--- config.mk ---
export PLATFORM = sky130hd
export DESIGN_NAME = branch_resolve_unit
export DESIGN_NICKNAME = d
export VERILOG_FILES = /design/src/rtl/bp_pkg.sv /design/src/rtl/bru_fifo.sv /design/src/rtl/branch_resolve_unit.sv
export SDC_FILE = /design/constraint.sdc
export NUM_CORES = 1
export LEC_CHECK = 0
export CAP_MARGIN = 40
export CORE_MARGIN = 2
export CORE_UTILIZATION = 30
export DETAILED_ROUTE_END_ITERATION = 10
export PLACE_DENSITY_LB_ADDON = 0.05
export SLEW_MARGIN = 10
export SYNTH_ARGS = -nofsm -noshare
export SYNTH_HDL_FRONTEND = slang
export SYNTH_SLANG_ARGS = --single-unit
--- constraint.sdc ---
create_clock -name clk -period 6.4 [get_ports clk]
set_input_delay 0.64 -clock clk [delete_from_list [all_inputs] [get_ports clk]]
set_output_delay 0.64 -clock clk [all_outputs]
set_load 0.05 [all_outputs]
--- src/rtl/bp_pkg.sv ---
// Shared definitions for the gshare predictor and its branch resolve unit:
// control-transfer opcodes, resolve-unit state encoding and queue entry layout.
package bp_pkg;

    // Control-transfer opcodes (RV32 major opcode field)
    localparam logic [6:0] OP_BRANCH = 7'b1100011;
    localparam logic [6:0] OP_JAL    = 7'b1101111;
    localparam logic [6:0] OP_JALR   = 7'b1100111;

    // Address width carried by a queue entry; the resolve unit's ADDR_W
    // defaults to this so entries hold the full branch address.
    localparam int BP_ADDR_W = 8;

    typedef enum logic [1:0] {
        IDLE    = 2'd0,
        ACTIVE  = 2'd1,
        RECOVER = 2'd2
    } bru_state_t;

    typedef struct packed {
        logic [BP_ADDR_W-1:0] addr;
        logic                 pred;
        logic                 is_jump;
    } bru_entry_t;

    // True for opcodes the predictor issues predictions for
    function automatic logic is_accepted_op(input logic [6:0] op);
        return (op == OP_BRANCH) || (op == OP_JAL) || (op == OP_JALR);
    endfunction

    // Unconditional jumps always resolve taken
    function automatic logic is_jump_op(input logic [6:0] op);
        return (op == OP_JAL) || (op == OP_JALR);
    endfunction

endpackage

--- src/rtl/bru_fifo.sv ---
// In-order circular buffer of outstanding predictions. Flush empties the
// queue and rewinds both pointers to slot 0; flush takes priority over
// push/pop. Push is ignored when full, pop is ignored when empty.
module bru_fifo
    import bp_pkg::*;
#(
    parameter int DEPTH = 4,
    localparam int PTR_W = $clog2(DEPTH),
    localparam int CNT_W = $clog2(DEPTH + 1)
) (
    input  logic             clk,
    input  logic             rst,
    input  logic             push,
    input  bru_entry_t       wr_data,
    input  logic             pop,
    input  logic             flush,
    output bru_entry_t       rd_data,
    output logic [CNT_W-1:0] count,
    output logic             full,
    output logic             empty
);

    bru_entry_t       mem [DEPTH];
    logic [PTR_W-1:0] wr_ptr_reg;
    logic [PTR_W-1:0] rd_ptr_reg;
    logic [CNT_W-1:0] count_reg;
    logic             do_push;
    logic             do_pop;

    assign full    = (count_reg == CNT_W'(DEPTH));
    assign empty   = (count_reg == '0);
    assign do_push = push && !full;
    assign do_pop  = pop && !empty;
    assign count   = count_reg;
    // Head entry is needed in the same cycle as the pop decision
    assign rd_data = mem[rd_ptr_reg];

    // Entry storage: data only, no reset needed since count gates validity
    always_ff @(posedge clk) begin
        if (do_push && !flush) begin
            mem[wr_ptr_reg] <= wr_data;
        end
    end

    // Pointer and occupancy update; pointers wrap naturally (DEPTH is a power of two)
    always_ff @(posedge clk or negedge rst) begin
        if (!rst) begin
            wr_ptr_reg <= '0;
            rd_ptr_reg <= '0;
            count_reg  <= '0;
        end else if (flush) begin
            wr_ptr_reg <= '0;
            rd_ptr_reg <= '0;
            count_reg  <= '0;
        end else begin
            if (do_push) begin
                wr_ptr_reg <= wr_ptr_reg + PTR_W'(1);
            end
            if (do_pop) begin
                rd_ptr_reg <= rd_ptr_reg + PTR_W'(1);
            end
            count_reg <= count_reg + CNT_W'(do_push) - CNT_W'(do_pop);
        end
    end

endmodule

--- src/rtl/branch_resolve_unit.sv ---
// Branch resolve unit: queues predictions issued at fetch, matches them in
// order against execute outcomes, sends one training strobe per resolved
// branch and, on a mispredict, flushes younger entries and stalls the
// predictor for one recovery cycle.
module branch_resolve_unit
    import bp_pkg::*;
#(
    parameter int ADDR_W = BP_ADDR_W,
    parameter int DEPTH  = 4,
    localparam int CNT_W = $clog2(DEPTH + 1)
) (
    input  logic              clk,
    input  logic              rst,
    input  logic              pred_valid,
    input  logic [ADDR_W-1:0] pred_address,
    input  logic [6:0]        pred_opcode,
    input  logic              prediction,
    output logic              pred_ready,
    output logic              start,
    input  logic              res_valid,
    input  logic              res_taken,
    output logic              update,
    output logic [ADDR_W-1:0] update_address,
    output logic              branch_taken,
    output logic              mispredict,
    output logic [CNT_W-1:0]  count,
    output logic              err
);

    bru_state_t        state_reg;
    bru_state_t        state_next;
    bru_entry_t        wr_entry;
    bru_entry_t        head;
    logic [CNT_W-1:0]  fifo_count;
    logic              fifo_full;
    logic              fifo_empty;

    logic              enq_attempt;
    logic              do_push;
    logic              do_pop;
    logic              effective_taken;
    logic              mis_now;
    logic              err_event;
    logic [CNT_W-1:0]  count_after;

    logic              update_reg;
    logic [ADDR_W-1:0] update_address_reg;
    logic              branch_taken_reg;
    logic              mispredict_reg;
    logic              err_reg;

    assign wr_entry.addr    = BP_ADDR_W'(pred_address);
    assign wr_entry.pred    = prediction;
    assign wr_entry.is_jump = is_jump_op(pred_opcode);

    bru_fifo #(
        .DEPTH (DEPTH)
    ) u_fifo (
        .clk     (clk),
        .rst     (rst),
        .push    (do_push),
        .wr_data (wr_entry),
        .pop     (do_pop),
        .flush   (mis_now),
        .rd_data (head),
        .count   (fifo_count),
        .full    (fifo_full),
        .empty   (fifo_empty)
    );

    // State register
    always_ff @(posedge clk or negedge rst) begin
        if (!rst) begin
            state_reg <= IDLE;
        end else begin
            state_reg <= state_next;
        end
    end

    // Queue control, mispredict detection, next state and handshake outputs
    always_comb begin
        pred_ready      = 1'b0;
        enq_attempt     = 1'b0;
        do_pop          = 1'b0;
        do_push         = 1'b0;
        effective_taken = 1'b0;
        mis_now         = 1'b0;
        err_event       = 1'b0;
        count_after     = fifo_count;
        state_next      = state_reg;

        pred_ready  = !fifo_full && (state_reg != RECOVER);
        // Predictions arriving during recovery belong to the squashed path
        enq_attempt = pred_valid && is_accepted_op(pred_opcode) && (state_reg != RECOVER);

        do_pop          = res_valid && !fifo_empty;
        effective_taken = head.is_jump | res_taken;
        mis_now         = do_pop && (effective_taken != head.pred);
        // A mispredict squashes the same-cycle enqueue along with the queue
        do_push         = enq_attempt && !fifo_full && !mis_now;

        err_event   = (res_valid && fifo_empty) || (enq_attempt && fifo_full);
        count_after = fifo_count + CNT_W'(do_push) - CNT_W'(do_pop);

        if (mis_now) begin
            state_next = RECOVER;
        end else if (state_reg == RECOVER) begin
            state_next = IDLE;
        end else if (count_after != '0) begin
            state_next = ACTIVE;
        end else begin
            state_next = IDLE;
        end
    end

    // Training strobe, mispredict pulse and sticky error flag
    always_ff @(posedge clk or negedge rst) begin
        if (!rst) begin
            update_reg         <= 1'b0;
            update_address_reg <= '0;
            branch_taken_reg   <= 1'b0;
            mispredict_reg     <= 1'b0;
            err_reg            <= 1'b0;
        end else begin
            update_reg     <= do_pop;
            mispredict_reg <= mis_now;
            if (do_pop) begin
                update_address_reg <= ADDR_W'(head.addr);
                branch_taken_reg   <= effective_taken;
            end
            if (err_event) begin
                err_reg <= 1'b1;
            end
        end
    end

    assign start          = pred_ready;
    assign update         = update_reg;
    assign update_address = update_address_reg;
    assign branch_taken   = branch_taken_reg;
    assign mispredict     = mispredict_reg;
    assign count          = fifo_count;
    assign err            = err_reg;

endmodule
==> results.cfg <==
[yosys]
yosys_warnings = 0
synth.distinct_cells = 35
ys_seq_area_share_pct = 65.6
syn_nets = 202
ys_ff_latch = 60
syn_area_mm2 = 0.00259
synth_edf_count = 40
synth_flop_cell = edfxtp_1
syn_inst = 172
synthArstFlopShare_pct = 33.3
syn_avg_cell_area_um2 = 15.1

[critical_path]
cp-end-kind = flop
cp-startpoint = u_fifo.rd_ptr_reg[0]
start_kind = flop
worstSetupPathType = reg -> reg
r2r_cells = 8
worstReg2RegStart = u_fifo.rd_ptr_reg[0]
cp-endpoint = state_reg[0]
worstReg2RegEnd = state_reg[0]
worstPathRequired_ns = 6.56
worst-r2r-setup-slack_ns = 2.98
cp_max_fo = 14
worstPathArrival_ns = 3.57

[sta]
maxSlewViolCount = 0
rsz0062_at_grt = no
setup_violations = 0
relSlewSlack_pct = 38.4
period_share_pct = 53.4
hold_viol_final = 0
worst_pin_slew_ns = 0.921
fin_hold_ws_ns = 0.468
tns_ns = 0
min_period_ns = 3.42
clock-skew-final_ns = 0.00643
max_freq_ghz = 0.293

[cells_and_area]
drive_above_1_share_pct = 10.4
largest_reg_flops = 40
area_delta_synth_final_pct = 27.0
fillers = 790
antenna_cells = 0
nNetsFinal = 249

[placed_design]
io_buffer_count = 37
gp_congestion = 0.730
place_hpwl_mm = 3.58

[cts]
cts_sinks = 60
ctsHoldBuffers = 0
numCtsBuffers = 9
cts_tree = done
cts_buffer_depth = 2
ctsRootBufferMaster = clkbuf_8
cts_resized = 0
clkTransAtPathRegs_ns = 0.06
cts_htree_levels = 3
post_cts_buffers = 0
worstSkewPairLatency_ns = 0.32

[drt]
dr.pass1.iters = 4
ant_nets = 0
post-route-drc-count = 0
num_vias = 1528
drtIter0Drc = 54
via_per_inst = 4.67
wl_mm = 5.15
routedWlPerCell_um = 15.7

[grt]
grt_max_degree = 28
track_usage_pct = 11.9
grt_pass1_vias = 1710
use_met3_pct = 2.82
antenna_found_initial = 0
grt_first_pass_wirelength_mm = 8.54
met2_usage_pct = 20.8
use_met1_pct = 13.5
grt.overflow.total = 0
busiest_layer = met2

[run]
max_cap_violations = 0

[floorplan]
dieArea_mm2 = 0.00941
rows = 33
core_region_area_mm2 = 0.00830
die_w_um = 97.0
die_y_um = 97.0
initial_core_util_pct = 31.3
boundaryPins = 38

[power_and_ir_drop]
ir_worst_vdd_mv = 0.132
power_density_mw_per_mm2 = 421
leakage_nw = 1.26

[outcome]
outcome = completed

[hold_path]
hp-class = reg -> reg
whs_path_depth = 1
## cell families after synthesis
group	count (synthesis)	share of synthesized area [%]
XOR/XNOR	6	2.03
adder cells (fa/ha/maj)	9	4.92
AND/OR/NAND/NOR	50	8.77
buffers and inverters	13	2.51
flip-flops	60	65.6
multiplexers	12	10.2
AO/OA/AOI/OAI	22	6.03
## cell usage in the layout, fill, tap and decap left out, drive strengths merged
master and instances:
mux2 1, nand3b 1, fa 2, bufinv 1
dfrtp 20, nor2b 4, inv 7, nor3 2
nor2 4, clkbuf 11, xnor2 1, a21oi 12
and3 2, mux2i 2, xor2 5, nand3 5
a41o 1, a2bb2oi 2, edfxtp 40, o31ai 1
a21boi 2, clkdlybuf4s50 37, o21ai 1, a211oi 1
a21o 1, clkinv 2, nand2 29, nand2b 1
mux4 9, buf 5, ha 7, and2 2
a22oi 1
## worst max-delay path, stage by stage (launching register included)
cell      delay, ns
dfrtp_1        0.74
mux4_2         0.62
xor2_1         0.76
a21oi_1        0.16
ha_1           0.23
fa_1           0.38
xnor2_1        0.14
nor3_1         0.17
a211oi_1       0.07
## report_power, final
group | internal, W | switching [W] | leakage, nW
registers | 0.000467 | 0.0000633 | 0.604
clock network | 0.000184 | 0.000135 | 0.0927
logic | 0.000204 | 0.000333 | 0.560
## how the worst min path moves through the flow
stage / startpoint / to
floorplan: rst / branch_taken
global placement: err / err
detailed placement: err / err
CTS: err / err
global route: err / err
finish: err / err
## per-stage QoR
step	setup slack [ns]	cells	util [%]	total power [W]	instance area [um2]
after floorplan	3.62	172	-	0.000921	2590
after global placement	3.04	312	37.2	0.00107	3090
after detailed placement	2.93	313	37.5	0.00108	3120
after CTS	2.94	327	39.7	0.00141	3300
after global routing	2.70	327	39.7	0.00147	3300
final	2.98	327	39.7	0.00139	3300
## layer usage
metal	vias up	share of wire [%]	wire, um
met3	5	4.3	219
li1	724	-	-
met4	0	1.3	68
met1	758	42	2180
met2	41	52	2680
met5	-	0	0
## area by class of cell
class	instances	area [um2]	share of cell area [%]
inverter	7	26.3	0.797
clock buffer	11	141	4.29
sequential	60	1700	51.6
clock inverter	3	38.8	1.18
multi-input combinational	99	828	25.1
tap	105	131	3.99
timing repair buffer	42	428	13.0
## synth_stat cells (all sizes together), types with 2 or more instances
library cell,count,area share (%)
a21boi,2,0.58
a21oi,12,2.3
a2bb2oi,2,0.68
and2,2,0.48
and3,2,0.48
buf,4,1.2
clkbuf,2,0.29
dfrtp,20,19
edfxtp,40,46
fa,2,1.5
ha,7,3.4
inv,7,1.0
mux2i,2,0.77
mux4,9,9.0
nand2,29,4.2
nand3,5,0.96
nor2,4,0.58
nor2b,4,0.96
nor3,2,0.58
xor2,5,1.7
(Power assumes the default switching activity.)
==> edit (same flow settings) <==
The 3 states of `bru_state_t` get a one-hot encoding in 3 bits.
--- a/src/rtl/bp_pkg.sv
+++ b/src/rtl/bp_pkg.sv
@@ -13,6 +13,6 @@
 
-    typedef enum logic [1:0] {
-        IDLE    = 2'd0,
-        ACTIVE  = 2'd1,
-        RECOVER = 2'd2
+    typedef enum logic [2:0] {
+        IDLE    = 3'b001,
+        ACTIVE  = 3'b010,
+        RECOVER = 3'b100
     } bru_state_t;
Behaviour: no difference found for any inputs over 10 cycles, from zero or initial values and one cycle with rst low; not proved beyond that.
==> edit against the original RTL <==
Combinational power increased by 3%; clock power decreased by 13%; sequential power increased by 4%; largest cell class unchanged; utilization decreased by 1.5 points; synthesized area increased by 0.82%; wire length decreased by 2.4%; sequential cell count increased by 1; power decreased by 0.35%; final area decreased by 0.27%; worst setup slack got worse by 0.061 ns.
==> edit: results (changes against the original RTL) <==
STA
  • Clock Skew: 0.00544 ns (was 0.00643 ns)
  • Min cycle time layout: 3.48 ns (was 3.42 ns)
  • Worst Tran Pin Value: 0.743 ns (was 0.921 ns)

Critical path
  • Crit path to: state_reg[0] (unchanged)
  • Crit-path max FO: 15 (was 14)
  • Crit path max-delay family: flip-flops (was XOR/XNOR gates)
  • Largest stage delay on the critical path: 0.82 ns (was 0.76 ns)
  • CP max stage cell: dfrtp_1 (was xor2_1)

Floorplanning
  • Num rows: 34 (was 33)

GRT
  • Total Routing Usage GR: 11.6% (was 11.9%)
  • Initial antenna violation count: 0 (unchanged)
  • Largest net degree at the start of global routing: 29 (was 28)
  • Vias in the first global route: 1,638 (was 1,710)
  • Global-route wire length before repair: 8310 um (was 8540 um)

Flow run
  • # Max-Cap Violations: 0 (unchanged)

Logic synthesis
  • Syn Nets: 205 (was 202)
  • Mean post-synth cell area: 15.0 um^2 (was 15.1 um^2)
  • Synth Warn #: 0 (unchanged)
  • Synth top area cells: edfxtp_1 46%, dfrtp_1 19%, mux4_2 7.7%, nand2_1 4.2%, ha_1 3.3% (was edfxtp_1 46%, dfrtp_1 19%, mux4_1 8.1%, nand2_1 4.2%, ha_1 3.4%)
  • Fraction of registers with async set/reset: 34.4% (was 33.3%)
  • Top post-synthesis cells by count: 40 x edfxtp_1, 29 x nand2_1, 20 x dfrtp_1 (unchanged)
  • Post-synthesis cell type count: 39 (was 35)

Power
  • Switch share: 39.3% (was 38.3%)
  • Pleak: 1.22 nW (was 1.26 nW)
  • Part of the power in registers: 39.7% (was 38.2%)
  • Logic pwr share: 40.2% (was 38.7%)
  • Pwr dens: 420 mW/mm^2 (was 421 mW/mm^2)
  • VDD IR-drop max: 0.111 mV (was 0.132 mV)
  • Tot Pwr: 1.38 mW (was 1.39 mW)

Cells and area
  • Fraction of layout cells with a size suffix above 1: 15.0% (was 10.4%)
  • Total Nets Final: 252 (was 249)
  • CLK BUF: 12 (was 11)
  • Fill count: 834 (was 790)
  • Clock-cell share of area: 4.83% (was 5.47%)
  • Area occupied by multi-input gates: 812 um^2 (was 828 um^2)
  • Register Area: 0.00173 mm^2 (was 0.00170 mm^2)
  • Non-clk invs: 10 (was 7)
  • Signal buf overhead: 12.6% (was 13.0%)

Clocking
  • H-tree lvl count: 3 (unchanged)
  • # clock sinks: 61 (was 60)

Drt
  • Number of DRC markers in iteration 0: 55 (was 54)
  • Via count: 1,514 (was 1,528)

Placement
  • Placed Cells incl. Taps: 319 (was 313)
  • DP HPWL: 3500 um (was 3580 um)
  • Dpl cell area: 0.00313 mm^2 (was 0.00312 mm^2)
  • Pre-CTS setup slack: 2.87 ns (was 2.93 ns)
  • Routability cong.: 0.757 (was 0.730)

Outcome
  • Status: finished clean (unchanged)
## edit: layer usage
| layer | GRT usage [%] | share of wire [%] |
|---|---|---|
| met3 | 2.81 | 4.5 |
| met1 | 13.9 | 43 |
| met5 | 0 | 0 |
| met2 | 19.3 | 51 |
| met4 | 6.52 | 2.3 |
## edit: cells by family after synthesis
kind of cell               count (synthesis)  share of synthesized area, %
buffers and inverters                     16                          2.92
adders and majority gates                  9                          4.88
and+or+nand+nor                           49                          8.46
muxes                                     12                          8.94
DFF                                       61                          66.0
xor gates and xnor gates                   6                          2.30
AOI/OAI and AO/OA                         22                          6.46
## edit: how the worst min path moves through the flow
stage	startpoint	end	slack, ns	cells past startpoint
2_1_floorplan	rst	branch_taken	0.34	0
3_3_place_gp	update_address[3]	update_address[3]	0.46	2
3_5_place_dp	err	err	0.45	2
4_1_cts	err	err	0.47	2
5_1_grt	update_address[5]	update_address[5]	0.49	2
6_report	err	err	0.46	2
